File: config.mk
export PLATFORM = sky130hd
export DESIGN_NAME = arr_port_mem
export DESIGN_NICKNAME = d
export VERILOG_FILES = /design/src/rtl/arr_port_mem.sv
export SDC_FILE = /design/constraint.sdc
export NUM_CORES = 1
export LEC_CHECK = 0
export ABC_CLOCK_PERIOD_IN_PS = 4770
export CAP_MARGIN = 20
export CORE_UTILIZATION = 45
export CTS_CLUSTER_DIAMETER = 30
export DETAILED_ROUTE_END_ITERATION = 16
export HOLD_SLACK_MARGIN = 0.15
export PLACE_DENSITY = 0.74
export SLEW_MARGIN = 20
export SYNTH_ARGS = -nofsm -noshare
export SYNTH_HDL_FRONTEND = slang
export SYNTH_SLANG_ARGS = --single-unit
File: constraint.sdc
create_clock -name clk -period 4.77 [get_ports clk]
set_input_delay 0.954 -clock clk [delete_from_list [all_inputs] [get_ports clk]]
set_output_delay 0.954 -clock clk [all_outputs]
set_load 0.1 [all_outputs]
File: src/rtl/arr_port_mem.sv
// arr_port_mem: parametrised single-port array memory shared by a kernel port and a host port
module arr_port_mem #(
    parameter int DATA_W     = 64,
    parameter int DEPTH      = 2,
    parameter int RD_LAT     = 1,
    parameter int WR_THROUGH = 0,
    localparam int ADDR_W    = (DEPTH > 1) ? $clog2(DEPTH) : 1
) (
    input  logic              clk,
    input  logic              rst_n,
    input  logic              controlArr,
    input  logic              ctl_wen,
    input  logic              ctl_ren,
    input  logic [ADDR_W-1:0] ctl_addr,
    input  logic [DATA_W-1:0] ctl_wdata,
    output logic [DATA_W-1:0] ctl_rdata,
    output logic              ctl_rvalid,
    input  logic              k_wen,
    input  logic              k_ren,
    input  logic [ADDR_W-1:0] k_addr,
    input  logic [DATA_W-1:0] k_wdata,
    output logic [DATA_W-1:0] k_rdata,
    output logic              k_rvalid,
    input  logic              clear_req,
    output logic              busy,
    output logic              clear_done
);
    typedef enum logic {IDLE, CLEAR} state_t;

    state_t            state;
    logic [ADDR_W-1:0] cnt;
    logic [DATA_W-1:0] mem [DEPTH];

    logic              wen;
    logic              ren;
    logic              in_range;
    logic              iss_v;
    logic [ADDR_W-1:0] addr;
    logic [DATA_W-1:0] wdata;
    logic [DATA_W-1:0] iss_d;

    logic              fin_v;
    logic              fin_own;
    logic [DATA_W-1:0] fin_d;

    // Mux the owning port and form the result issued this cycle (tagged with controlArr at issue)
    always_comb begin
        wen      = controlArr ? ctl_wen : k_wen;
        ren      = controlArr ? ctl_ren : k_ren;
        addr     = controlArr ? ctl_addr : k_addr;
        wdata    = controlArr ? ctl_wdata : k_wdata;
        in_range = {1'b0, addr} < (ADDR_W + 1)'(DEPTH);
        iss_v    = (state == IDLE) && ((ren && !wen) || (wen && WR_THROUGH != 0));
        iss_d    = wen ? wdata : (in_range ? mem[addr] : '0);
    end

    // Storage: the clear sequencer owns the array while active, otherwise in-range writes land
    always_ff @(posedge clk) begin
        if (state == CLEAR)
            mem[cnt] <= '0;
        else if (wen && in_range)
            mem[addr] <= wdata;
    end

    // Clear sequencer: zero one word per cycle, then return to IDLE with a done pulse
    always_ff @(posedge clk or negedge rst_n) begin
        if (!rst_n) begin
            state      <= IDLE;
            cnt        <= '0;
            busy       <= 1'b0;
            clear_done <= 1'b0;
        end else begin
            clear_done <= 1'b0;
            case (state)
                IDLE: begin
                    if (clear_req) begin
                        state <= CLEAR;
                        cnt   <= '0;
                        busy  <= 1'b1;
                    end
                end
                CLEAR: begin
                    if (cnt == ADDR_W'(DEPTH - 1)) begin
                        state      <= IDLE;
                        cnt        <= '0;
                        busy       <= 1'b0;
                        clear_done <= 1'b1;
                    end else begin
                        cnt <= cnt + 1'b1;
                    end
                end
                default: state <= IDLE;
            endcase
        end
    end

    generate
        if (RD_LAT == 2) begin : g_lat2
            logic              s_v;
            logic              s_own;
            logic [DATA_W-1:0] s_d;

            // Extra pipeline stage carrying the result and its owner tag
            always_ff @(posedge clk or negedge rst_n) begin
                if (!rst_n) begin
                    s_v   <= 1'b0;
                    s_own <= 1'b0;
                    s_d   <= '0;
                end else begin
                    s_v   <= iss_v;
                    s_own <= controlArr;
                    s_d   <= iss_d;
                end
            end

            assign fin_v   = s_v;
            assign fin_own = s_own;
            assign fin_d   = s_d;
        end else begin : g_lat1
            assign fin_v   = iss_v;
            assign fin_own = controlArr;
            assign fin_d   = iss_d;
        end
    endgenerate

    // Route results to the tagged owner; rdata holds between strobes
    always_ff @(posedge clk or negedge rst_n) begin
        if (!rst_n) begin
            ctl_rvalid <= 1'b0;
            k_rvalid   <= 1'b0;
            ctl_rdata  <= '0;
            k_rdata    <= '0;
        end else begin
            ctl_rvalid <= fin_v && fin_own;
            k_rvalid   <= fin_v && !fin_own;
            if (fin_v && fin_own)
                ctl_rdata <= fin_d;
            if (fin_v && !fin_own)
                k_rdata <= fin_d;
        end
    end
endmodule

==> Word level (Yosys, flattened, before mapping) <==
Memories as Yosys holds them, arrays and structs flattened.
Cells that the tools add are included.
{ "word_totals": {"ff_bits": 134, "ram_bits": 128, "wordCells": 45, "input_bits": 138, "memories": 1} }
{ "mem_list": {"columns": ["name", "depth", "word_bits", "rd", "rd_clocked_by_memory_dff", "wr", "line", "source"], "rows": [
  ["mem", 2, 64, 1, 0, 1, "32", "logic [DATA_W-1:0] mem [DEPTH];"]
]} }
{ "op_classes": {"n_reduce_logical": 8, "add_sub_neg": 1, "n_eq_ne": 2, "bitwise_logic": 1, "mux": 24} }
{ "ops": {"columns": ["cell", "count"], "rows": [
  ["$mux W64", 3],
  ["$reduce_or A64 Y1", 1],
  ["$mux W1", 18],
  ["$pmux W1 S2", 3],
  ["$logic_and A1 B1 Y1", 4],
  ["$logic_not A1 Y1", 2],
  ["$ne A2 B1 Y1 const B", 1],
  ["$ne A2 B2 Y1 const B", 1],
  ["$reduce_and A2 Y1", 1],
  ["$add A1 B1 Y1 const B", 1],
  ["$not A1 Y1", 1]
]} }

==> Longest topological paths before layout <==
{ "depth": {"word_depth": 6, "mapped_depth": 6} }

==> Worst setup path after synthesis <==
Ideal clock, no wire load.
{ "synth_timing": {"path_type": "input to register", "startpoint": "in controlArr", "endpoint": "mem mem[0][0], enable pin", "path_stages": 5, "path_buffers": 2, "path_slack_ns": -0.597, "required_ns": 4.262, "t_arrival_ns": 4.858, "setup_ns": 0.508, "path_cell_list": "buf_4 > mux2i_1 > or2_2 > buf_2 > o22ai_1"} }
{ "synth_via": {"elab_chain_cells": 6} }
{ "synth_lines": {"columns": ["element", "line", "source"], "rows": [
  ["from (decl)", "11", "input logic controlArr,"],
  ["$mux W1", "48", "wen = controlArr ? ctl_wen : k_wen;"],
  ["$mux W1", "61", "else if (wen && in_range)"],
  ["$mux W1", "59", "if (state == CLEAR)"],
  ["$mux W1 (implied by the code)", "62", "mem[addr] <= wdata;"],
  ["$reduce_or A64 Y1 (no line)", null, null],
  ["$mux W1 (no line)", null, null],
  ["to (decl)", "32", null]
]} }
Several ways; a longest one is shown, not always the timed one.

==> Worst setup path in the final report <==
{ "layout_timing": {"startpoint": "reg busy", "endpoint": "out busy"} }
{ "layout_rtl": {"columns": ["element", "line", "source"], "rows": [
  ["from (decl)", "25", "output logic busy,"],
  ["from (signal assigned)", "70", "busy <= 1'b0;"],
  ["from (signal assigned)", "79", "busy <= 1'b1;"],
  ["from (signal assigned)", "86", "busy <= 1'b0;"]
]} }
No word-level cell between the ends.

==> impl_metrics.env <==
export IMPL_crit_buf_inv=1
export IMPL_vias=8701
export IMPL_slowest_stage="clkdlybuf4s50_1"
export IMPL_synth_compound_area_frac=0.108
export IMPL_die_w_um=161
export IMPL_avgRoutedWirePerCell_um=18.3
export IMPL_seq_area_frac_synth=0.636
export IMPL_cts_tree="yes"
export IMPL_seq_area_um2=7200
export IMPL_synth_edf_count=128
export IMPL_clock_root_buffer="clkbuf_16"
export IMPL_multi_input_area_um2=3740
export IMPL_synth_simple_area_share=0.161
export IMPL_crit_family="buffers and inverters"
export IMPL_fillers=1898
export IMPL_die_area_um2=25800
export IMPL_clock_sinks=262
export IMPL_setup_tns_ns=0
export IMPL_port_buffers=269
export IMPL_clock_latency_ns=0.52
export IMPL_period_minus_slack_ns=3.06
export IMPL_synth_area_um2=11300
export IMPL_async_flop_share=0.511
export IMPL_cts_inserted_buffers=49
export IMPL_nets=1391
export IMPL_ios=270
export IMPL_layout_cells_most_common="clkdlybuf4s50_1"
export IMPL_arrival_ns=2.11
export IMPL_clk_path_buf_depth=3
export IMPL_maxSlewHeadroom=0.269
export IMPL_place_congestion=0.746
export IMPL_avgSynthCellArea_um2=11.4
export IMPL_fmax_mhz=327
export IMPL_critPathMaxFanout=3
export IMPL_core_region_area_um2=24500
export IMPL_cts_setup_buffers=0
export IMPL_max_stage_delay_ns=1.21
export IMPL_vias_per_cell=5.37
export IMPL_ctsHoldBuffers=0
export IMPL_wl_um=29600
export IMPL_crit_required_ns=3.82
export IMPL_grt_ovfl_total=0
export IMPL_synth_cell_types=24
export IMPL_clk_pin_slew_ns=0.05
export IMPL_synth_xor_area_frac=0
export IMPL_synth_top_family_by_area="simple AND/OR/NAND/NOR gates"
export IMPL_grt_pass1_vias=8704
export IMPL_drc_errors=0
export IMPL_grt_total_usage=0.231
export IMPL_skew_ns=0.0113
export IMPL_cp_end_kind="primary output"
export IMPL_synthCells=996
export IMPL_ctsResizeCount=0
export IMPL_drt_iter0_markers=429
export IMPL_ctsHtreeMaxLevel=2
export IMPL_grt_pass1_wl_um=46600
export IMPL_yosysWarnings=0
export IMPL_initial_utilization=0.462
export IMPL_max_cap_viol_count=0
export IMPL_final_cell_mix="clkdlybuf4s50_1, nor2_1, dfrtp_1, edfxtp_1"
export IMPL_status="finished, final reports clean"
export IMPL_dp_hpwl_um=17800
export IMPL_die_y_um=161
export IMPL_hold_path_class="in -> async"
export IMPL_synth_nets=1134
export IMPL_rsz0062_at_grt="false"
export IMPL_finalMaxSlewViolations=0
export IMPL_area_growth_pct=39.7
export IMPL_crit_type="reg -> out"
export IMPL_timing_final_crit_share=0.642
export IMPL_drive_gt1_frac=0.0835
export IMPL_synthAdderAreaFrac=0
export IMPL_synth_seq_cells=262
export IMPL_antenna_found_initial=2
export IMPL_setup_viol=0
export IMPL_first_pass_iters=5
export IMPL_path_cells="clkdlybuf4s50_1"
export IMPL_ant_nets=0
export IMPL_hold_viol=0
export IMPL_yosys_most_used_dff="dfrtp_1"
export IMPL_grt_start_max_net_pins=94
export IMPL_worst_pin_slew_ns=1.09
export IMPL_num_rows=57
export IMPL_start_kind="flop"
export IMPL_synth_mux_area_frac=0.0593
## worst reg2reg max path, stage by stage, from the launching register on
cell,delay [ns]
dfrtp_1,0.47
and4bb_4,0.78
buf_4,0.44
nor2_1,0.10
a31oi_1,0.18
## metal layers
layer / routed length [um] / GRT usage / vias to the layer above
met4: 835 / 0.0996 / 2
met1: 11600 / 0.275 / 4234
li1: - / - / 4084
met2: 15000 / 0.397 / 324
met3: 2150 / 0.0555 / 57
met5: 13 / 0 / -
## synthesized netlist by cell type, types with 2 or more instances
cell type / n / area, um2
nand2_1: 64 / 240
a31oi_1: 126 / 788
buf_6: 5 / 56.3
o22ai_1: 65 / 407
buf_2: 47 / 235
dfrtp_1: 134 / 3350
nor2_1: 196 / 736
nor2b_1: 126 / 788
a21oi_1: 2 / 10.0
buf_4: 4 / 30.0
inv_1: 2 / 7.51
mux2i_1: 66 / 661
clkbuf_1: 21 / 78.8
edfxtp_1: 128 / 3840
## sequential cells by signal, indices dropped and copies added, names as in the netlist
signal and flops:
k_rvalid 1, busy 1, clear_done 1, k_rdata 64
state 1, ctl_rvalid 1, mem 128, ctl_rdata 64
cnt 1
## cell families (layout without fill, tap and decap cells)
kind of cell | Yosys count | after routing
simple gates | 392 | 392
other cells | 0 | 1
mux | 67 | 67
flops | 262 | 262
buf+inv | 80 | 378
compound gates | 195 | 195
## final cells by class
cell class / instances / share of cell area
repair buffers: 284 / 0.177
diodes: 1 / 0.000158
well taps: 324 / 0.0256
flip-flops and latches: 262 / 0.455
multi-input cells: 654 / 0.237
inverters: 2 / 0.000475
clock inverters: 25 / 0.0156
clock buffers: 67 / 0.0889
## per-stage QoR
stage          worst slack, ns  instance area, um2  utilization  std cells  hold slack [ns]
2_1_floorplan            0.948               11300            -        996            0.501
3_3_place_gp              1.62               14200        0.577       1526            0.512
3_5_place_dp              1.54               14200        0.577       1526            0.526
4_1_cts                   1.67               15800        0.644       1618            0.426
5_1_grt                   1.64               15800        0.645       1619            0.438
6_report                  1.71               15800        0.645       1619            0.412
## path summary, 6_finish.rpt
check	startpoint	slack [ns]	cells after the start	end
setup / recovery	busy$_DFFE_PN0P_	1.71	1	busy
hold / removal	rst_n	0.41	1	k_rdata[58]$_DFFE_PN0P_
setup reg to reg	state$_DFF_PN0_	2.70	4	ctl_rdata[16]$_DFFE_PN0P_
hold reg to reg	mem[1][7]$_DFFE_PP_	0.54	2	k_rdata[7]$_DFFE_PN0P_
max in group asynchronous	rst_n	3.36	2	k_rdata[8]$_DFFE_PN0P_
min in group clk	mem[1][7]$_DFFE_PP_	0.54	2	k_rdata[7]$_DFFE_PN0P_
Power is left out: the tool's default activity adds up to more than one toggle a clock period on the data nets, which glitch-free logic cannot reach.
